==> src/rtl/fft_8_frame_loader.sv <==
`timescale 1ns / 1ps
`default_nettype none
// ============================================================================
// Module   : fft_8_frame_loader
// Purpose  : Assembles a serial valid/ready stream of complex samples into
//            8-sample frames held in a ping-pong register buffer. Each full
//            frame is presented on flat parallel buses to the 8-point FFT
//            core, which is kicked with a one-cycle start pulse. The frame is
//            held until the core reports done. The opposite bank keeps
//            filling meanwhile.
// Ports    : clk         - system clock, rising edge
//            rst         - asynchronous reset, active low
//            in_valid    - input sample valid
//            in_ready    - loader can accept a sample
//            in_real     - sample real part, two's complement
//            in_imag     - sample imaginary part, two's complement
//            in_last     - final sample of a frame
//            fft_start   - one-cycle start pulse to the FFT
//            fft_done    - FFT done level, sampled synchronously
//            frame_real  - slot k at [DW*k +: DW]
//            frame_imag  - same packing as frame_real
//            frame_count - frames issued, wraps
//            sync_err    - frame-alignment errors, saturating
// Revision : 1.0 - initial release
// ============================================================================
module fft_8_frame_loader #(
  parameter int DW     = 16,
  parameter bit BITREV = 1'b0
) (
  input  logic            clk,
  input  logic            rst,
  input  logic            in_valid,
  output logic            in_ready,
  input  logic [DW-1:0]   in_real,
  input  logic [DW-1:0]   in_imag,
  input  logic            in_last,
  output logic            fft_start,
  input  logic            fft_done,
  output logic [8*DW-1:0] frame_real,
  output logic [8*DW-1:0] frame_imag,
  output logic [15:0]     frame_count,
  output logic [7:0]      sync_err
);

  typedef enum logic [1:0] {
    S_IDLE  = 2'd0,
    S_START = 2'd1,
    S_WAIT  = 2'd2
  } state_t;

  // Sample storage: [bank][slot]
  logic [DW-1:0]   bank_re_q [2][8];
  logic [DW-1:0]   bank_im_q [2][8];

  logic [1:0]      full_q, full_d;
  logic            wr_bank_q;
  logic            rd_bank_q;
  logic [2:0]      wr_idx_q;
  state_t          state_q;
  logic            fft_start_q;
  logic [8*DW-1:0] frame_real_q, frame_imag_q;
  logic [15:0]     frame_count_q;
  logic [7:0]      sync_err_q;

  logic            w_accept;
  logic            w_complete;
  logic            w_abort;
  logic            w_release;
  logic [2:0]      w_slot;
  logic [8*DW-1:0] w_rd_re, w_rd_im;

  assign in_ready   = !full_q[wr_bank_q];
  assign w_accept   = in_valid && in_ready;
  // The 8th sample always closes the frame, whether or not in_last is set.
  assign w_complete = w_accept && (wr_idx_q == 3'd7);
  assign w_abort    = w_accept && in_last && (wr_idx_q != 3'd7);
  assign w_release  = (state_q == S_WAIT) && fft_done;
  assign w_slot     = BITREV ? {wr_idx_q[0], wr_idx_q[1], wr_idx_q[2]} : wr_idx_q;

  // Set and clear can coincide; they always hit different banks because a
  // bank being written is never full while the bank in WAIT always is.
  always_comb begin
    full_d = full_q;
    if (w_release) full_d[rd_bank_q] = 1'b0;
    if (w_complete) full_d[wr_bank_q] = 1'b1;
  end

  // Flatten the bank being read so it can be captured in one edge.
  always_comb begin
    w_rd_re = '0;
    w_rd_im = '0;
    for (int k = 0; k < 8; k++) begin
      w_rd_re[DW*k +: DW] = bank_re_q[rd_bank_q][k];
      w_rd_im[DW*k +: DW] = bank_im_q[rd_bank_q][k];
    end
  end

  // Sample data needs no reset: slots are only read once the full flag,
  // which is reset, says all eight have been written.
  always_ff @(posedge clk) begin
    if (w_accept && !w_abort) begin
      bank_re_q[wr_bank_q][w_slot] <= in_real;
      bank_im_q[wr_bank_q][w_slot] <= in_imag;
    end
  end

  always_ff @(posedge clk or negedge rst) begin
    if (!rst) begin
      full_q        <= 2'b00;
      wr_bank_q     <= 1'b0;
      rd_bank_q     <= 1'b0;
      wr_idx_q      <= 3'd0;
      sync_err_q    <= 8'd0;
      state_q       <= S_IDLE;
      fft_start_q   <= 1'b0;
      frame_real_q  <= '0;
      frame_imag_q  <= '0;
      frame_count_q <= 16'd0;
    end else begin
      full_q <= full_d;

      // Write side
      if (w_complete) begin
        wr_idx_q  <= 3'd0;
        wr_bank_q <= ~wr_bank_q;
      end else if (w_abort) begin
        // Early in_last: drop the partial frame and the marker sample.
        wr_idx_q <= 3'd0;
        if (sync_err_q != 8'hFF) sync_err_q <= sync_err_q + 8'd1;
      end else if (w_accept) begin
        wr_idx_q <= wr_idx_q + 3'd1;
      end

      // Issue FSM
      case (state_q)
        S_IDLE: begin
          fft_start_q <= 1'b0;
          if (full_q[rd_bank_q]) begin
            state_q      <= S_START;
            fft_start_q  <= 1'b1;
            frame_real_q <= w_rd_re;
            frame_imag_q <= w_rd_im;
          end
        end
        S_START: begin
          fft_start_q   <= 1'b0;
          frame_count_q <= frame_count_q + 16'd1;
          state_q       <= S_WAIT;
        end
        S_WAIT: begin
          fft_start_q <= 1'b0;
          if (fft_done) begin
            rd_bank_q <= ~rd_bank_q;
            state_q   <= S_IDLE;
          end
        end
        default: begin
          fft_start_q <= 1'b0;
          state_q     <= S_IDLE;
        end
      endcase
    end
  end

  assign fft_start   = fft_start_q;
  assign frame_real  = frame_real_q;
  assign frame_imag  = frame_imag_q;
  assign frame_count = frame_count_q;
  assign sync_err    = sync_err_q;

endmodule
`default_nettype wire
==> config.mk <==
export PLATFORM = sky130hd
export DESIGN_NAME = fft_8_frame_loader
export DESIGN_NICKNAME = d
export VERILOG_FILES = /design/src/rtl/fft_8_frame_loader.sv
export SDC_FILE = /design/constraint.sdc
export NUM_CORES = 1
export LEC_CHECK = 0
export CORE_MARGIN = 2
export CORE_UTILIZATION = 55
export DETAILED_ROUTE_END_ITERATION = 10
export PLACE_DENSITY = 0.81
export SLEW_MARGIN = 25
export SYNTH_ARGS = -nofsm -noshare
export SYNTH_HDL_FRONTEND = slang
export SYNTH_SLANG_ARGS = --single-unit
==> constraint.sdc <==
create_clock -name clk -period 10.8 [get_ports clk]
set_input_delay 2.16 -clock clk [delete_from_list [all_inputs] [get_ports clk]]
set_output_delay 2.16 -clock clk [all_outputs]
set_load 0.03 [all_outputs]
==> impl_metrics.py, run 1 <==
metrics = {
    "timing": {
        "hold_violations": 0,
        "clock_skew_ns": 0.0198,
        "min_period_ns": 4.47,
        "timing.hold.ws_ns": 0.476,
        "worstMarginPinSlew_ns": 1.14,
        "setup_viol_count_final": 0,
        "max_freq_mhz": 224,
        "max_slew_margin": 0.242,
        "rsz0062_at_grt": "false",
        "maxSlewViolCount": 0,
        "tns_ns": 0,
        "period_share": 0.414,
    },
    "routing": {
        "wl_per_cell_um": 23.1,
        "wirelength_mm": 66.0,
        "avgViaCountPerCell": 5.62,
        "vias": 16049,
        "drt-pass1-iter-count": 5,
        "route.detailed.drc": 0,
        "ant_nets": 0,
        "drt_iter0_drc": 1414,
    },
    "critical_path": {
        "cp_data_required_time_ns": 8.64,
        "crit_path_end_kind": "output pin",
        "crit_path_start_kind": "register",
        "critPathKind": "reg2out",
        "crit_arrival_ns": 2.31,
        "slowest_stage": "clkdlybuf4s50_1",
        "cp_max_fo": 5,
        "crit_chain": "mux2i_1 -> clkdlybuf4s50_1",
        "slowest_delay_ns": 0.77,
    },
    "logic_synthesis": {
        "synth_fp_nets": 1834,
        "yosys-top-cells-count": "edfxtp_1 (512), dfrtp_1 (290), nand2_1 (273), mux2i_1 (259), o21ai_1 (256)",
        "yosys_warnings": 0,
        "ys_types": 32,
        "avgSynthCellArea_um2": 16.0,
        "synthFlopType": "edfxtp_1",
        "ys_ff_latch": 802,
        "synthArstFlopShare": 0.362,
        "netlist_instances": 1793,
        "synth_edf_count": 512,
        "synth_top_area_frac": 0.537,
        "yosys-top-cells-area": "edfxtp_1 (54%), dfrtp_1 (25%), mux2i_1 (9.1%), o21ai_1 (4.5%), nand2_1 (3.6%)",
        "syn_area_um2": 28600,
        "yosys.area.top_type": "edfxtp_1",
        "ys_seq_area_frac": 0.790,
        "synth.most_common_cell": "edfxtp_1",
    },
    "layout": {
        "syn2layout_area_growth_pct": 22.2,
        "fin_nets": 2153,
        "layout-drive-gt1-share": 0.0695,
        "stdcell_count": 2856,
        "nFillCells": 3214,
    },
    "floorplan": {
        "io-pin-count": 319,
        "initial_utilization": 0.557,
        "die_h_um": 232,
        "dieArea_um2": 53900,
        "dieWidth_um": 232,
        "core_area_um2": 51400,
        "fp-row-count": 83,
    },
    "clocking": {
        "post_cts_resized": 0,
        "clockBufferDepth": 3,
        "post_cts_buffers": 0,
        "clk_latency_ns": 0.61,
        "clock-sinks": 802,
        "htree_levels": 3,
        "hold_buffers": 0,
        "cts_tree": "built",
        "path_clk_slew_ns": 0.07,
        "cts_buffers": 73,
        "cts_root_buf": "clkbuf_16",
    },
    "global_route": {
        "grt_pass1_wl_mm": 97.1,
        "grt_overflow": 0,
        "grt_pass1_vias": 16215,
        "antenna_found_initial": 4,
        "grtUsageTotal": 0.246,
        "grt_max_degree": 146,
    },
    "worst_hold_path": {
        "hold_class": "reg2reg",
    },
    "placement": {
        "place_congestion": 0.788,
        "place_hpwl_mm": 40.6,
        "port_buffers": 318,
        "dp_cells": 2715,
    },
    "run_status": {
        "status": "completed",
    },
    "flow_run": {
        "maxCapViolCount": 0,
    },
    "power_and_ir_drop": {
        "vdd_drop_max_mv": 0.211,
        "leakage_nw": 13.2,
        "power_density_nw_per_um2": 278,
    },
}
==> cells by family after synthesis <==
logic type / count (synthesis) / share of synthesized area
XOR/XNOR: 19 / 0.00581
flip-flops: 802 / 0.790
AND/OR/NAND/NOR: 341 / 0.0483
adder cells (fa/ha/maj): 4 / 0.00175
buffers and inverters: 99 / 0.0149
AO/OA/AOI/OAI: 264 / 0.0463
multiplexers: 264 / 0.0925
==> cells in the final DEF (no fill, tap or decap), types with 2 or more instances in the layout <==
cell and count:
edfxtp_1 512, clkdlybuf4s50_1 317, dfrtp_1 289, nand2_1 273, mux2i_1 259, o21ai_1 256, clkbuf_16 74, clkbuf_1 18
nor2_4 12, clkinv_2 11, nor2_1 10, inv_1 10, xnor2_1 10, buf_4 10, nand3_1 9, xor2_1 9
clkinv_1 8, nor3_1 7, bufinv_16 7, nand4_1 6, o21ai_0 5, mux2_2 5, clkbuf_8 5, nor3_2 4
ha_1 4, inv_6 4, diode_2 3, nand2b_1 3, nand4b_1 3, clkinv_8 3, clkinvlp_4 3, nor2b_1 2
a31oi_1 2, or2_2 2, nor3b_1 2, nor4_1 2, inv_4 2, buf_6 2, buf_12 2
==> layer usage <==
| layer | global-route usage | vias up | routed length, um |
|---|---|---|---|
| li1 | - | 7148 | - |
| met5 | 0 | - | 0 |
| met1 | 0.323 | 8113 | 25400 |
| met4 | 0.101 | 0 | 2150 |
| met2 | 0.408 | 661 | 33900 |
| met3 | 0.0444 | 127 | 4560 |
==> report_power, final <==
part,leakage [nW],internal (mW),switching [mW],total [mW]
sequential,8.42,3.76,0.355,4.12
clock,1.18,1.48,1.10,2.58
combinational,3.60,1.18,1.85,3.02
total,13.2,6.42,3.30,9.72
==> final timing paths <==
check	startpoint	to	slack, ns	cells past startpoint
max in group asynchronous	rst	frame_real[33]	6.87	3
worst max register to register	rd_bank_q	frame_real[24]	6.90	6
min in group asynchronous	rst	sync_err[1]	1.57	1
worst min-delay path	frame_count[15]	frame_count[15]	0.48	1
worst max-delay path	wr_bank_q	in_ready	6.33	2
worst min register to register	frame_count[15]	frame_count[15]	0.48	1
==> critical path: cells and delay by family (launching register included) <==
kind     cells  cell delay, ns
buf+inv      1            0.77
flops        1            0.42
mux          1            0.51
==> flip-flops by register name, indices dropped and copies added (netlist names) <==
| name | cells |
|---|---|
| frame_real | 128 |
| sync_err | 8 |
| w_slot | 3 |
| wr_bank_q | 1 |
| bank_im_q | 256 |
| fft_start | 1 |
| bank_re_q | 256 |
| state_q | 2 |
| full_q | 2 |
| frame_imag | 128 |
| rd_bank_q | 1 |
| frame_count | 16 |
==> metrics by stage <==
stage | utilization | worst slack [ns] | power, mW | area (um^2)
after floorplan | - | 5.52 | 5.84 | 28600
after global placement | 0.632 | 6.14 | 7.10 | 32500
after detailed placement | 0.632 | 6.08 | 7.17 | 32500
after CTS | 0.679 | 6.16 | 9.77 | 34900
after global routing | 0.681 | 6.32 | 10.1 | 35000
final | 0.681 | 6.33 | 9.72 | 35000
==> final cells by class <==
| cell class | count | area (um^2) | area share |
|---|---|---|---|
| multi-input cells | 892 | 5690 | 0.163 |
| diodes | 3 | 7.51 | 0.000215 |
| repair buffers | 333 | 3350 | 0.0958 |
| clock inverters | 39 | 423 | 0.0121 |
| inverters | 10 | 37.5 | 0.00107 |
| well taps | 680 | 851 | 0.0243 |
| flip-flops and latches | 802 | 22600 | 0.647 |
| clock buffers | 97 | 1990 | 0.0568 |
No activity file was read; power rests on OpenSTA's default activity.
==> inputs of run 2 (changes only) <==
--- a/config.mk
+++ b/config.mk
@@ -6,9 +6,9 @@
 export NUM_CORES = 1
 export LEC_CHECK = 0
 export CORE_MARGIN = 2
-export CORE_UTILIZATION = 55
+export CORE_UTILIZATION = 50
 export DETAILED_ROUTE_END_ITERATION = 10
-export PLACE_DENSITY = 0.81
+export PLACE_DENSITY = 0.78
 export SLEW_MARGIN = 25
 export SYNTH_ARGS = -nofsm -noshare
 export SYNTH_HDL_FRONTEND = slang
==> constraint.sdc (replaced) <==
create_clock -name clk -period 3.8 [get_ports clk]
set_input_delay 0.76 -clock clk [delete_from_list [all_inputs] [get_ports clk]]
set_output_delay 0.76 -clock clk [all_outputs]
set_load 0.03 [all_outputs]
==> run 2 against run 1 <==
Critical path depth is 4 higher. First-iteration DRC count is 4.0% higher. Count of clock-buffer cells in the layout is 20 higher. Core utilization is 5.1 points lower. Clock skew is 0.0048 ns higher. Critical path type is now reg2reg. Critical endpoint is now bank_re_q[0][32]. Largest cell class unchanged. Largest power group unchanged.
==> impl_metrics.py, run 2 (same netlist as run 1, synthesis figures left out) <==
metrics = {
    "run_status": {
        "status": "completed",
    },
    "global_route": {
        "grt_pass1_wl_mm": 99.2,
        "grt_pass1_vias": 16023,
        "antenna_found_initial": 1,
        "top_usage_layer": "met2",
        "grt_max_degree": 153,
        "grtUsageTotal": 0.226,
        "grt_overflow": 0,
        "use_met2": 0.365,
        "grt_use_met3": 0.0444,
        "use_met1": 0.305,
    },
    "critical_path": {
        "crit_path_start_kind": "register",
        "cp_max_fo": 19,
        "cp_data_required_time_ns": 4.11,
        "critPathKind": "reg2reg",
        "crit_chain": "ha_1 -> ha_1 -> nand2b_1 -> nand4_1 -> nor2_4 -> buf_4",
        "worst-path-buf-inv": 1,
        "reg2reg_slack_ns": 0.91,
        "rr_startpoint": "w_slot[1]",
        "slowest_stage": "nor2_4",
        "crit_arrival_ns": 3.21,
        "crit_family": "simple AND/OR/NAND/NOR gates",
        "worstRegToRegCells": 6,
        "slowest_delay_ns": 0.65,
        "worst-path-stages": 6,
        "r2r-end": "bank_re_q[0][32]",
        "path_common_cell": "ha_1",
        "crit_path_end_kind": "register",
    },
    "clocking": {
        "cts_root_buf": "clkbuf_16",
        "path_clk_slew_ns": 0.06,
        "clk_latency_ns": 0.61,
        "post_cts_resized": 0,
        "post_cts_buffers": 0,
        "clockBufferDepth": 3,
        "htree_levels": 3,
        "hold_buffers": 0,
        "clock-sinks": 802,
        "cts_buffers": 77,
        "cts_tree": "built",
    },
    "layout": {
        "layout_common_cells": "edfxtp_1 (512), clkdlybuf4s50_1 (317), dfrtp_1 (289), nand2_1 (273), mux2i_1 (259)",
        "layout-drive-gt1-share": 0.0829,
        "regArea_um2": 22600,
        "reg_top3": "bank_im_q (256), bank_re_q (256)",
        "final_common_cell": "edfxtp_1",
        "nFillCells": 3899,
        "syn2layout_area_growth_pct": 24.2,
        "utilization": 0.629,
        "multi_input_area_um2": 5700,
        "fin_nets": 2183,
    },
    "floorplan": {
        "die_h_um": 243,
        "io-pin-count": 319,
        "dieArea_um2": 59200,
        "core_area_um2": 56500,
        "dieWidth_um": 243,
        "initial_utilization": 0.507,
        "fp-row-count": 87,
    },
    "routing": {
        "route.detailed.drc": 0,
        "wl_per_cell_um": 22.7,
        "drt-pass1-iter-count": 5,
        "avgViaCountPerCell": 5.42,
        "drt_iter0_drc": 1470,
        "vias": 16058,
        "ant_nets": 0,
        "wirelength_mm": 67.3,
    },
    "placement": {
        "place_hpwl_mm": 41.9,
        "place_congestion": 0.815,
        "post-place-ws_ns": 0.715,
        "port_buffers": 318,
    },
    "timing": {
        "worstMarginPinSlew_ns": 1.06,
        "setup_viol_count_final": 0,
        "period_share": 0.762,
        "maxSlewViolCount": 0,
        "min_period_ns": 2.89,
        "clock_skew_ns": 0.0246,
        "max_freq_mhz": 346,
        "finalWorstSetupSlack_ns": 0.906,
        "hold_violations": 0,
        "max_slew_margin": 0.291,
        "rsz0062_at_grt": "false",
    },
    "flow_run": {
        "maxCapViolCount": 0,
    },
    "power_and_ir_drop": {
        "power_density_nw_per_um2": 790,
        "leakage_nw": 13.4,
        "finalPower_mw": 28.1,
        "vdd_drop_max_mv": 0.480,
    },
    "worst_hold_path": {
        "hold_class": "in2async",
    },
}
## run 2: power breakdown
part	switching [mW]	total, mW	internal [mW]
registers	0.932	11.6	10.7
logic	5.30	8.69	3.39
clock network	3.19	7.76	4.57
## run 2: worst max path at each step
| stage | start | endpoint | slack (ns) |
|---|---|---|---|
| after floorplan | w_slot[1] | bank_im_q[0][112] | -0.08 |
| after global placement | in_valid | bank_re_q[0][41] | 0.77 |
| after detailed placement | in_valid | bank_re_q[0][41] | 0.71 |
| after CTS | w_slot[1] | bank_re_q[0][41] | 0.90 |
| after global routing | w_slot[1] | bank_re_q[0][44] | 0.73 |
| final | w_slot[1] | bank_re_q[0][32] | 0.91 |
## run 2: cell type report
class	count	share of cell area
diodes	1	0.0000704
clock buffers	117	0.0640
clock inverters	27	0.00883
inverters	10	0.00106
multi-input cells	892	0.160
flip-flops and latches	802	0.637
well taps	756	0.0266
repair buffers	359	0.102
## run 2: stage by stage
stage               cell area, um^2  hold WS, ns  std cells  TNS, ns
floorplan                     28600        0.464       1793    -7.54
global placement              32900        0.455       2817        0
detailed placement            32900        0.468       2817        0
CTS                           35500        0.247       2961        0
global route                  35500        0.272       2964        0
finish                        35500        0.200       2964        0
## run 2: per-layer routing
layer	part of all wire	routed length, um
met2	0.49	32800
met5	0	0
met1	0.41	27400
met4	0.035	2350
met3	0.070	4680
==> inputs of run 3 (changes only) <==
--- a/config.mk
+++ b/config.mk
@@ -6,9 +6,9 @@
 export NUM_CORES = 1
 export LEC_CHECK = 0
 export CORE_MARGIN = 2
-export CORE_UTILIZATION = 50
+export CORE_UTILIZATION = 55
 export DETAILED_ROUTE_END_ITERATION = 10
-export PLACE_DENSITY = 0.78
+export PLACE_DENSITY = 0.81
 export SLEW_MARGIN = 25
 export SYNTH_ARGS = -nofsm -noshare
 export SYNTH_HDL_FRONTEND = slang
==> constraint.sdc (replaced) <==
create_clock -name clk -period 2.9 [get_ports clk]
set_input_delay 0.58 -clock clk [delete_from_list [all_inputs] [get_ports clk]]
set_output_delay 0.58 -clock clk [all_outputs]
set_load 0.03 [all_outputs]
==> run 3 against run 2 <==
Global-route usage up 2.1 points. Cell count down 2.5%. Total power up 29%.
==> impl_metrics.py, run 3 (same netlist as run 1, synthesis figures left out) <==
metrics = {
    "clocking": {
        "htree_levels": 3,
        "cts_tree": "built",
        "clockBufferDepth": 3,
        "clock-sinks": 802,
        "post_cts_resized": 0,
        "clk_latency_ns": 0.63,
        "path_clk_slew_ns": 0.06,
        "cts_buffers": 75,
        "cts_root_buf": "clkbuf_16",
    },
    "placement": {
        "port_buffers": 318,
        "dpl-instance-area_um2": 33100,
        "place_congestion": 0.826,
        "post-place-ws_ns": 0.483,
        "place_hpwl_mm": 40.8,
        "dp_cells": 2754,
    },
    "routing": {
        "vias": 16096,
        "drt_iter0_drc": 1513,
        "wl_per_cell_um": 22.7,
        "ant_nets": 0,
        "wirelength_mm": 65.5,
        "avgViaCountPerCell": 5.57,
        "drt-pass1-iter-count": 5,
        "route.detailed.drc": 0,
    },
    "timing": {
        "clock_skew_ns": 0.0273,
        "max_slew_margin": 0.302,
        "min_period_ns": 2.69,
        "setup_viol_count_final": 0,
        "hold_violations": 0,
        "rsz0062_at_grt": "false",
        "timing.hold.ws_ns": 0.484,
        "period_share": 0.927,
        "maxSlewViolCount": 0,
        "max_freq_mhz": 372,
        "worstMarginPinSlew_ns": 1.05,
        "finalWorstSetupSlack_ns": 0.213,
        "tns_ns": 0,
    },
    "layout": {
        "reg_top3": "bank_im_q (256), bank_re_q (256)",
        "layout_common_cells": "edfxtp_1 (512), clkdlybuf4s50_1 (317), dfrtp_1 (289), nand2_1 (273), mux2i_1 (259)",
        "regArea_um2": 22600,
        "diodes": 0,
        "final_area_um2": 35500,
        "stdcell_count": 2891,
        "nFillCells": 3302,
        "fin_nets": 2193,
        "layout-drive-gt1-share": 0.0846,
        "utilization": 0.691,
        "multi_input_area_um2": 5720,
        "syn2layout_area_growth_pct": 24.0,
        "final_common_cell": "edfxtp_1",
    },
    "floorplan": {
        "initial_utilization": 0.557,
        "dieArea_um2": 53900,
        "core_area_um2": 51400,
        "die_h_um": 232,
        "dieWidth_um": 232,
        "fp-row-count": 83,
        "io-pin-count": 319,
    },
    "critical_path": {
        "slowest_delay_ns": 0.68,
        "cp_max_fo": 5,
        "crit_path_end_kind": "output pin",
        "crit_chain": "mux2i_1 -> buf_4 -> clkdlybuf4s50_1",
        "crit_path_start_kind": "register",
        "crit_arrival_ns": 2.11,
        "slowest_stage": "clkdlybuf4s50_1",
        "cp_data_required_time_ns": 2.32,
        "critPathKind": "reg2out",
    },
    "power_and_ir_drop": {
        "finalPower_mw": 36.2,
        "power_density_nw_per_um2": 1020,
        "vdd_drop_max_mv": 0.797,
        "leakage_nw": 13.4,
    },
    "run_status": {
        "status": "completed",
    },
    "global_route": {
        "grt_max_degree": 125,
        "grt_overflow": 0,
        "grt_pass1_wl_mm": 97.6,
        "antenna_found_initial": 1,
        "grt_pass1_vias": 16258,
        "grtUsageTotal": 0.247,
    },
    "worst_hold_path": {
        "hold_class": "reg2reg",
    },
    "flow_run": {
        "maxCapViolCount": 0,
    },
}
run 3: metal layers:
layer	routed length, um	part of all wire	GRT usage	up-vias
met5	0	0	0	-
met3	4460	0.068	0.0375	114
met2	33400	0.51	0.416	641
li1	-	-	-	7239
met1	25800	0.39	0.330	8102
met4	1880	0.029	0.0875	0
run 3: final cells by class:
class	instances	area share
clock buffer	107	0.0598
clock inverter	29	0.00744
inverter	10	0.00106
multi-input combinational	892	0.161
sequential	802	0.637
tap	680	0.0240
timing repair buffer	371	0.109
run 3: path summary, 6_finish.rpt:
kind,startpoint,end,slack [ns],depth (start not counted)
min reg2reg,frame_real[115],frame_real[115],0.48,2
max in group asynchronous,rst,frame_real[113],1.54,3
max,wr_bank_q,in_ready,0.21,3
max reg2reg,w_slot[0],bank_re_q[0][100],0.63,7
min in group asynchronous,rst,frame_imag[81],0.54,2
min,frame_real[115],frame_real[115],0.48,2
run 3: worst max-delay path, delay by kind of cell, from the launching register on:
family   cells  cell delay [ns]
buf+inv      2             0.84
flops        1             0.42
mux          1             0.24
run 3: power breakdown:
part	internal, mW	switching, mW	total, mW
registers	14.0	1.23	15.2
clock network	5.41	4.14	9.54
logic	4.46	6.92	11.4
run 3: repair_timing:
item                                    CTS  global route
setup buffers                             0             0
endpoints found under the hold margin    60             0
hold buffers                              1             0
endpoints found under the setup margin    0             0
